===== src/rtl/rom_ctrl_pkg.sv =====
// Shared types and helpers for the ROM controller check sequencer.
// Sparse state encodings keep a pairwise Hamming distance of at least 3.
package rom_ctrl_pkg;

  localparam int StateW = 6;

  typedef enum logic [StateW-1:0] {
    StIdle     = 6'b000111,
    StReadExp  = 6'b011001,
    StWaitRd   = 6'b101010,
    StWaitHash = 6'b110100,
    StCompare  = 6'b111111,
    StWaitCmp  = 6'b100001,
    StDone     = 6'b010010
  } rom_check_seq_state_e;

  typedef logic [3:0] mubi4_t;
  localparam mubi4_t MuBi4True  = 4'h6;
  localparam mubi4_t MuBi4False = 4'h9;

  function automatic int exp_digest_base(
    input int rom_depth,
    input int num_words
  );
    return rom_depth - num_words;
  endfunction

endpackage


===== src/rtl/prim_count.sv =====
// Redundant up-counter: a true copy plus an inverted copy.
// Any disagreement between the two copies raises err_o.
module prim_count #(
  parameter int Width = 4
) (
  input  logic             clk_i,
  input  logic             rst_ni,
  input  logic             clr_i,
  input  logic             incr_en_i,
  output logic [Width-1:0] cnt_o,
  output logic             err_o
);

  logic [Width-1:0] cnt_q, cnt_d;
  logic [Width-1:0] cnt_n_q, cnt_n_d;

  always_comb begin
    cnt_d   = cnt_q;
    cnt_n_d = cnt_n_q;
    if (clr_i) begin
      cnt_d   = '0;
      cnt_n_d = '1;
    end else if (incr_en_i) begin
      cnt_d   = cnt_q + 1'b1;
      cnt_n_d = cnt_n_q - 1'b1;
    end
  end

  always_ff @(posedge clk_i or negedge rst_ni) begin
    if (!rst_ni) begin
      cnt_q   <= '0;
      cnt_n_q <= '1;
    end else begin
      cnt_q   <= cnt_d;
      cnt_n_q <= cnt_n_d;
    end
  end

  assign cnt_o = cnt_q;
  assign err_o = (cnt_q != ~cnt_n_q);

endmodule


===== src/rtl/prim_sparse_fsm_flop.sv =====
// State register for sparsely encoded FSMs.
// Kept as its own instance so the raw encoding is a single named flop.
module prim_sparse_fsm_flop #(
  parameter int               Width      = 6,
  parameter logic [Width-1:0] ResetValue = '0
) (
  input  logic             clk_i,
  input  logic             rst_ni,
  input  logic [Width-1:0] state_i,
  output logic [Width-1:0] state_o
);

  logic [Width-1:0] state_q;

  always_ff @(posedge clk_i or negedge rst_ni) begin
    if (!rst_ni) begin
      state_q <= ResetValue;
    end else begin
      state_q <= state_i;
    end
  end

  assign state_o = state_q;

endmodule


===== src/rtl/rom_ctrl_check_seq.sv =====
// ROM integrity check sequencer: fetch expected digest, capture hash,
// kick the comparator and publish the verdict to pwrmgr/keymgr.
module rom_ctrl_check_seq
  import rom_ctrl_pkg::*;
#(
  parameter  int NumWords = 8,
  parameter  int RomDepth = 8192,
  localparam int RomAw    = $clog2(RomDepth)
) (
  input  logic                  clk_i,
  input  logic                  rst_ni,
  output logic                  rom_req_o,
  output logic [RomAw-1:0]      rom_addr_o,
  input  logic                  rom_rvalid_i,
  input  logic [31:0]           rom_rdata_i,
  input  logic                  hash_valid_i,
  input  logic [NumWords*32-1:0] hash_digest_i,
  output logic                  cmp_start_o,
  input  logic                  cmp_done_i,
  input  logic [3:0]            cmp_good_i,
  output logic [NumWords*32-1:0] digest_o,
  output logic [NumWords*32-1:0] exp_digest_o,
  output logic                  keymgr_valid_o,
  output logic [3:0]            pwrmgr_done_o,
  output logic [3:0]            pwrmgr_good_o,
  output logic                  alert_o
);

  localparam int IdxW = (NumWords > 1) ? $clog2(NumWords) : 1;
  localparam logic [RomAw-1:0] BaseAddr =
    RomAw'(exp_digest_base(RomDepth, NumWords));
  localparam logic [IdxW-1:0] LastIdx = IdxW'(NumWords - 1);

  rom_check_seq_state_e state_q, state_d;
  logic [StateW-1:0]    state_raw;

  logic                  illegal;
  logic                  cnt_clr, cnt_incr, cnt_err;
  logic [IdxW-1:0]       idx;
  logic                  exp_we;
  logic                  pre_cmp, cmp_ok_st;
  logic                  hash_accept, alert_evt;

  logic                  rom_req_q, cmp_start_q, kmv_q, alert_q;
  logic                  hash_seen_q;
  mubi4_t                done_q, good_q;
  logic [NumWords*32-1:0] digest_q, exp_q;

  prim_sparse_fsm_flop #(
    .Width      (StateW),
    .ResetValue (StIdle)
  ) u_state_regs (
    .clk_i   (clk_i),
    .rst_ni  (rst_ni),
    .state_i (state_d),
    .state_o (state_raw)
  );

  assign state_q = rom_check_seq_state_e'(state_raw);

  prim_count #(
    .Width (IdxW)
  ) u_idx_cnt (
    .clk_i     (clk_i),
    .rst_ni    (rst_ni),
    .clr_i     (cnt_clr),
    .incr_en_i (cnt_incr),
    .cnt_o     (idx),
    .err_o     (cnt_err)
  );

  always_comb begin
    state_d  = state_q;
    illegal  = 1'b0;
    cnt_clr  = 1'b0;
    cnt_incr = 1'b0;
    exp_we   = 1'b0;
    unique case (state_q)
      StIdle: begin
        cnt_clr = 1'b1;
        state_d = StReadExp;
      end
      StReadExp: state_d = StWaitRd;
      StWaitRd: begin
        if (rom_rvalid_i) begin
          exp_we = 1'b1;
          if (idx == LastIdx) begin
            state_d = StWaitHash;
          end else begin
            cnt_incr = 1'b1;
            state_d  = StReadExp;
          end
        end
      end
      StWaitHash: begin
        if (hash_seen_q) state_d = StCompare;
      end
      StCompare: state_d = StWaitCmp;
      StWaitCmp: begin
        if (cmp_done_i) state_d = StDone;
      end
      StDone: state_d = StDone;
      default: illegal = 1'b1;
    endcase
  end

  assign pre_cmp = (state_q == StIdle) || (state_q == StReadExp) ||
                   (state_q == StWaitRd) || (state_q == StWaitHash);
  assign cmp_ok_st = (state_q == StWaitCmp) || (state_q == StDone);
  assign hash_accept = hash_valid_i && pre_cmp && !hash_seen_q;

  assign alert_evt = illegal || cnt_err ||
                     (rom_rvalid_i && (state_q != StWaitRd)) ||
                     (cmp_done_i && !cmp_ok_st) ||
                     (hash_valid_i && (!pre_cmp || hash_seen_q));

  always_ff @(posedge clk_i or negedge rst_ni) begin
    if (!rst_ni) begin
      rom_req_q   <= 1'b0;
      cmp_start_q <= 1'b0;
      kmv_q       <= 1'b0;
      alert_q     <= 1'b0;
      hash_seen_q <= 1'b0;
      done_q      <= MuBi4False;
      good_q      <= MuBi4False;
      digest_q    <= '0;
      exp_q       <= '0;
    end else begin
      rom_req_q   <= (state_d == StReadExp);
      cmp_start_q <= (state_d == StCompare);
      alert_q     <= alert_q | alert_evt;
      if (hash_accept) begin
        digest_q    <= hash_digest_i;
        hash_seen_q <= 1'b1;
      end
      if (exp_we) begin
        for (int i = 0; i < NumWords; i++) begin
          if (idx == IdxW'(i)) exp_q[i*32 +: 32] <= rom_rdata_i;
        end
      end
      if (state_q == StWaitCmp && cmp_done_i) begin
        done_q <= MuBi4True;
        good_q <= cmp_good_i;
        kmv_q  <= 1'b1;
      end
      // A corrupted state must never advertise a finished check.
      if (illegal) begin
        done_q <= MuBi4False;
        good_q <= MuBi4False;
        kmv_q  <= 1'b0;
      end
    end
  end

  assign rom_req_o      = rom_req_q;
  assign rom_addr_o     = BaseAddr + RomAw'(idx);
  assign cmp_start_o    = cmp_start_q;
  assign digest_o       = digest_q;
  assign exp_digest_o   = exp_q;
  assign keymgr_valid_o = kmv_q;
  assign pwrmgr_done_o  = done_q;
  assign pwrmgr_good_o  = good_q;
  assign alert_o        = alert_q;

endmodule

===== config.mk =====
export PLATFORM = sky130hd
export DESIGN_NAME = rom_ctrl_check_seq
export DESIGN_NICKNAME = d
export VERILOG_FILES = /design/src/rtl/rom_ctrl_pkg.sv /design/src/rtl/prim_count.sv /design/src/rtl/prim_sparse_fsm_flop.sv /design/src/rtl/rom_ctrl_check_seq.sv
export SDC_FILE = /design/constraint.sdc
export NUM_CORES = 1
export LEC_CHECK = 0
export CAP_MARGIN = 15
export CORE_AREA = 8 8 320 322
export CTS_BUF_LIST = sky130_fd_sc_hd__clkbuf_16
export DETAILED_ROUTE_END_ITERATION = 8
export DIE_AREA = 0 0 328 330
export GPL_TIMING_DRIVEN = 0
export HOLD_SLACK_MARGIN = 0.06
export PLACE_DENSITY = 0.52
export SYNTH_ARGS = -nofsm -noshare
export SYNTH_HDL_FRONTEND = slang
export SYNTH_SLANG_ARGS = --single-unit

===== constraint.sdc =====
create_clock -name clk_i -period 2.9 [get_ports clk_i]
set_clock_uncertainty 0.1 [all_clocks]
set_input_delay 0.58 -clock clk_i [delete_from_list [all_inputs] [get_ports clk_i]]
set_output_delay 0.58 -clock clk_i [all_outputs]
set_load 0.05 [all_outputs]

== After elaboration in Yosys (flattened, before gate mapping) ==
Index checks and enable logic that the tools add are counted.

* Bits in registers: 537

* Bitwise gates (word level): 2
* Equality and inequality tests: 19
* Reductions and logical operators: 29
* Multiplexer cells: 22
* Add/sub/neg operators: 3

{| class="wikitable"
|+ Operator list
! operator !! count
|-
| $pmux W6 S7 || 1
|-
| $eq A6 B6 Y1 const B || 5
|-
| $mux W6 || 4
|-
| $eq A6 B5 Y1 const B || 3
|-
| $mux W4 || 4
|-
| $reduce_and A2 Y1 || 8
|-
| $eq A3 B3 Y1 const B || 4
|-
| $mux W3 || 4
|-
| $logic_or A1 B1 Y1 || 9
|-
| $mux W1 || 9
|-
| $reduce_or A7 Y1 || 1
|-
| $eq A3 B2 Y1 const B || 2
|-
| $eq A6 B3 Y1 const B || 1
|-
| $logic_and A1 B1 Y1 || 6
|-
| $ne A6 B6 Y1 const B || 1
|-
| $add A4 B4 Y5 const A || 1
|-
| $add A3 B1 Y3 const B || 1
|-
| $eq A3 B1 Y1 const B || 1
|-
| $logic_not A1 Y1 || 3
|-
| $logic_not A3 Y1 || 1
|-
| $ne A3 B3 Y1 || 1
|-
| $not A3 Y3 || 1
|-
| $sub A3 B1 Y3 const B || 1
|-
| $ne A2 B1 Y1 const B || 1
|-
| 2 further kinds || 2
|}

== Longest topological paths before layout ==
* Word-level depth: 9
* Depth in mapped cells: 10

== By module ==
Synthesis repeated with hierarchy kept, for this count alone.

* Cell total of the unflattened synthesis: 1254
* Area total of the unflattened synthesis: 21610.7 sq um

{| class="wikitable"
|+ Modules (own cells, without submodules)
! module !! area an instance (sq um) !! times used !! cells an instance
|-
| rom_ctrl_check_seq || 21126.5 || 1 || 1218
|-
| prim_count || 330.3 || 1 || 30
|-
| prim_sparse_fsm_flop || 153.9 || 1 || 6
|}

== Worst setup path after synthesis ==
OpenSTA, ideal clock, no wires.

* Path kind: reg2reg
* From: reg u_state_regs.state_q[2], in the netlist u_state_regs.state_o[2]
* To: reg digest_q[100], in the netlist digest_o[100]
* Arrival: 2.172 ns
* Slack: 0.501 ns
* Stages on the path, launching flop included: 11
* Data required time: 2.673 ns
* Setup time: 0.127 ns
* Path buffers: 5
* Cell sequence: dfstp_2 -> buf_2 -> nand2b_1 -> buf_2 -> o22a_1 -> o32ai_1 -> and2_1 -> buf_4 -> buf_8 -> buf_8 -> mux2_1

* Word-level cells in the longest chain between the ends: 6

{| class="wikitable"
|+ RTL lines
! element !! RTL line !! source
|-
| start, declared || prim_sparse_fsm_flop.sv:13 || <nowiki>logic [Width-1:0] state_q;</nowiki>
|-
| start signal, assigned || prim_sparse_fsm_flop.sv:17 || <nowiki>state_q <= ResetValue;</nowiki>
|-
| start signal, assigned || prim_sparse_fsm_flop.sv:19 || <nowiki>state_q <= state_i;</nowiki>
|-
| $eq A6 B3 Y1 / $eq A6 B5 Y1 (equally long branches) || rom_ctrl_check_seq.sv:107 || <nowiki>assign pre_cmp = (state_q == StIdle) || (state_q == StReadExp) ||</nowiki>
|-
| $logic_or A1 B1 Y1 (2 in a row) || rom_ctrl_check_seq.sv:107 ||
|-
| $logic_or A1 B1 Y1 (*) || rom_ctrl_check_seq.sv:108 || <nowiki>(state_q == StWaitRd) || (state_q == StWaitHash);</nowiki>
|-
| $logic_and A1 B1 Y1 (*) (2 in a row) || rom_ctrl_check_seq.sv:110 || <nowiki>assign hash_accept = hash_valid_i && pre_cmp && !hash_seen_q;</nowiki>
|-
| end signal, assigned || rom_ctrl_check_seq.sv:133 || <nowiki>digest_q <= hash_digest_i;</nowiki>
|-
| end, declared || rom_ctrl_check_seq.sv:47 || <nowiki>logic [NumWords*32-1:0] digest_q, exp_q;</nowiki>
|}

Mark *: on every way between the ends. The rest lies on a longest branch, timed or not.
A chain may end at the register's enable or synchronous reset.

== Final worst setup path ==
* From: reg u_state_regs.state_q[1], in the netlist u_state_regs.state_o[1]
* To: reg exp_q[7], in the netlist exp_digest_o[7]

* Word-level cells in the longest chain between the ends: 3

{| class="wikitable"
|+ RTL lines
! element !! RTL line !! source
|-
| $eq A6 B6 Y1 || rom_ctrl_check_seq.sv:78 || <nowiki>unique case (state_q)</nowiki>
|-
| $mux W1 || rom_ctrl_check_seq.sv:78 ||
|-
| $reduce_and A2 Y1 (no source line) || n/a ||
|-
| end signal, assigned by index || rom_ctrl_check_seq.sv:138 || <nowiki>if (idx == IdxW'(i)) exp_q[i*32 +: 32] <= rom_rdata_i;</nowiki>
|-
| end, declared || rom_ctrl_check_seq.sv:47 ||
|}

Every way passes these cells.

==> results.yml <==
route:
  avgViaCountPerCell: 4.04
  routed_wl_um: 85000
  vias: 14200
  drtPass1Iterations: 4
  wl_per_cell_um: 24.2
  drcViolationCount: 0
  ant_nets: 0
  drt_iter0_markers: 510
layout:
  drive_above_1_share_pct: 21.0
  final_common_cell: "clkdlybuf4s50_1"
  syn2layout_area_growth_pct: 58.6
  layout_common_cells: "clkdlybuf4s50_1, dfrtp_1, mux2_1"
  nets: 2465
  fillers: 9522
logic_synthesis:
  yosysSeqAreaShare_pct: 64.1
  avgSynthCellArea_um2: 16.7
  synth_flop_cell: "dfrtp_1"
  synth-async-reset-ratio_pct: 100
  ys_types: 49
  synth_edf_count: 0
  yosysWarningCount: 0
  yosys_register_bits: 534
  synth.cell_area_um2: 20900
  syn_inst: 1252
floorplan:
  die_x_um: 328
  start_util_pct: 21.4
  core-area_um2: 97400
  placementRows: 115
  die_h_um: 330
  die-area_um2: 108000
  ios: 834
critical_path:
  path_cells: "nand2b_1, nor3_1, nand3_1, nor2_2, buf_2, mux2_2"
  cp-endpoint: "exp_digest_o[7]$_DFFE_PN0P_"
  r2r_end: "exp_digest_o[7]$_DFFE_PN0P_"
  critPathKind: "flip-flop to flip-flop"
  reg2regPathDepth: 6
  slowest_delay_ps: 530
  end_kind: "flip-flop"
  crit_path_start_kind: "flip-flop"
  crit_start: "u_state_regs.state_o[1]$_DFF_PN1_"
  crit_path_top_delay_cell: "dfstp_2"
  required_ps: 3280
  reg2reg_slack_ps: 90
  r2r_start: "u_state_regs.state_o[1]$_DFF_PN1_"
  cp.arrival_ps: 3190
  crit_path_max_fanout: 10
cts:
  cts_tree: "done"
  clock_latency_ps: 600
  clock_path_buffers: 3
  numCtsBuffers: 67
  cts-root-buf: "clkbuf_16"
  clk_pin_slew_ps: 60
  cts_sinks: 534
  htreeDepth: 3
grt:
  grt_pass1_vias: 16046
  grt_max_degree: 118
  grt.total_usage_pct: 15.1
  antenna_found_initial: 26
  grt-ovfl-total: 0
  grt_pass1_wl_um: 120000
sta:
  min_period_ps: 2810
  setup_viol: 0
  whs_ps: 381
  final.setup.tns_ps: 0
  slew_headroom_pct: 40.8
  worst_slew_pin_slew_ps: 888
  hold_viol_final: 0
  maxSlewViolCount: 0
  max_freq_ghz: 0.356
  period_share_pct: 96.8
  rsz0062_at_grt: "yes"
pwr:
  p_leak_nw: 15.6
  ir_drop_uv: 387
  powerDensity_nw_per_um2: 488
  p_total_mw: 16.2
run:
  max_cap_viol_count: 0
placed_design:
  gp_congestion: 0.844
  port_buffers: 822
  dpl.hpwl_um: 67000
worst_hold_path:
  worstHoldStart: "digest_o[239]$_DFFE_PN0P_"
  hp-class: "flip-flop to flip-flop"
status:
  outcome: "completed"
[repair_timing]
action                     CTS  global route
hold buffers                 1             0
pin swaps                    1             1
setup endpoints to repair  149            74
setup buffers                3             0
resized for setup            8             5
hold endpoints to repair    97             0
[final cells by class]
cell class                      count  area [µm²]  share of cell area [%]
Inverter                            9        33.8                   0.102
Clock inverter                     48         347                    1.05
Antenna cell                       19        47.5                   0.144
Clock buffer                       70        1750                    5.29
Sequential cell                   534       13400                    40.4
Multi-Input combinational cell    640        6850                    20.7
Timing Repair Buffer              831        8410                    25.4
Tap cell                         1287        1610                    4.87
Buffer                             78         677                    2.05
[cells by family (layout without fill, tap and decap cells)]
group | after synthesis | after routing | synth area share, %
buffers and inverters | 87 | 1036 | 3.34
muxes | 516 | 516 | 28.9
other | 1 | 29 | 0.0180
xor gates and xnor gates | 5 | 5 | 0.210
adders and majority gates | 7 | 7 | 0.420
DFF | 534 | 534 | 64.1
and+or+nand+nor | 69 | 69 | 1.87
AOI/OAI and AO/OA | 33 | 33 | 1.13
[metal layers]
metal  vias up  GRT usage (%)  wire, µm
li1       6260              -         -
met5         -              0        15
met1      7219           16.2     31200
met4         2           4.30      1680
met2       617           26.9     43500
met3       102           6.56      8640
[worst min path at each step]
stage,to,depth (start not counted)
after detailed placement,digest_o[162]$_DFFE_PN0P_,1
after CTS,u_state_regs.state_o[1]$_DFF_PN1_,3
after floorplan,alert_o$_DFF_PN0_,0
after global routing,u_state_regs.state_o[1]$_DFF_PN1_,3
final,digest_o[239]$_DFFE_PN0P_,1
after global placement,digest_o[144]$_DFFE_PN0P_,1
[through the flow]
step                      std cells  utilization [%]  setup slack (ps)  cell area (µm²)
after floorplan                1261                -               501            20900
final                          3516             34.0              93.8            33100
after global routing           3501             33.9             -22.6            33100
after CTS                      3497             33.9              9.99            33000
after global placement         3370             31.6            -22800            30700
after detailed placement       3375             31.7              -431            30900
[registers in the layout, indices dropped and copies added (netlist names)]
name / cells
alert_o: 1
cmp_start_o: 1
digest_o: 256
exp_digest_o: 256
hash_seen_q: 1
pwrmgr_done_o: 2
pwrmgr_good_o: 4
rom_req_o: 1
u_idx_cnt.cnt_n_q: 3
u_idx_cnt.cnt_o: 3
u_state_regs.state_o: 6
[cells in the mapped netlist (3+ instances only)]
master	instances	area, µm²
nor3_1	3	15.0
a21o_1	4	30.0
dfrtp_1	525	13100
ha_1	7	87.6
xnor2_1	5	43.8
buf_8	11	165
clkbuf_1	7	26.3
nor2_1	10	37.5
inv_1	9	33.8
mux2_1	233	2620
nand2_1	15	56.3
nand3_1	6	30.0
buf_2	20	100
buf_4	17	128
buf_6	21	236
nor3_2	3	30.0
mux2i_1	3	30.0
mux2_4	60	901
a211o_1	3	26.3
o221ai_1	3	26.3
nand2b_1	12	75.1
mux2_2	220	2480
a21oi_1	6	30.0
o21ai_0	4	20.0
or3_1	3	18.8
dfstp_2	9	236
o22a_1	3	26.3
[report_power, final]
part	internal, mW	switching, mW	total (mW)	leakage (nW)
combinational	0.382	0.318	0.699	7.16
clock	4.72	3.28	7.99	1.07
sequential	7.46	0.00166	7.46	7.41
total	12.6	3.60	16.2	15.6
[worst max-delay path: cells and delay by family (launching register included)]
| family | cells | cell delay [ps] |
|---|---|---|
| buffers and inverters | 1 | 460 |
| AND/OR/NAND/NOR | 4 | 1200 |
| multiplexers | 1 | 380 |
| flip-flops | 1 | 530 |
No activity file was read; power rests on OpenSTA's default activity.
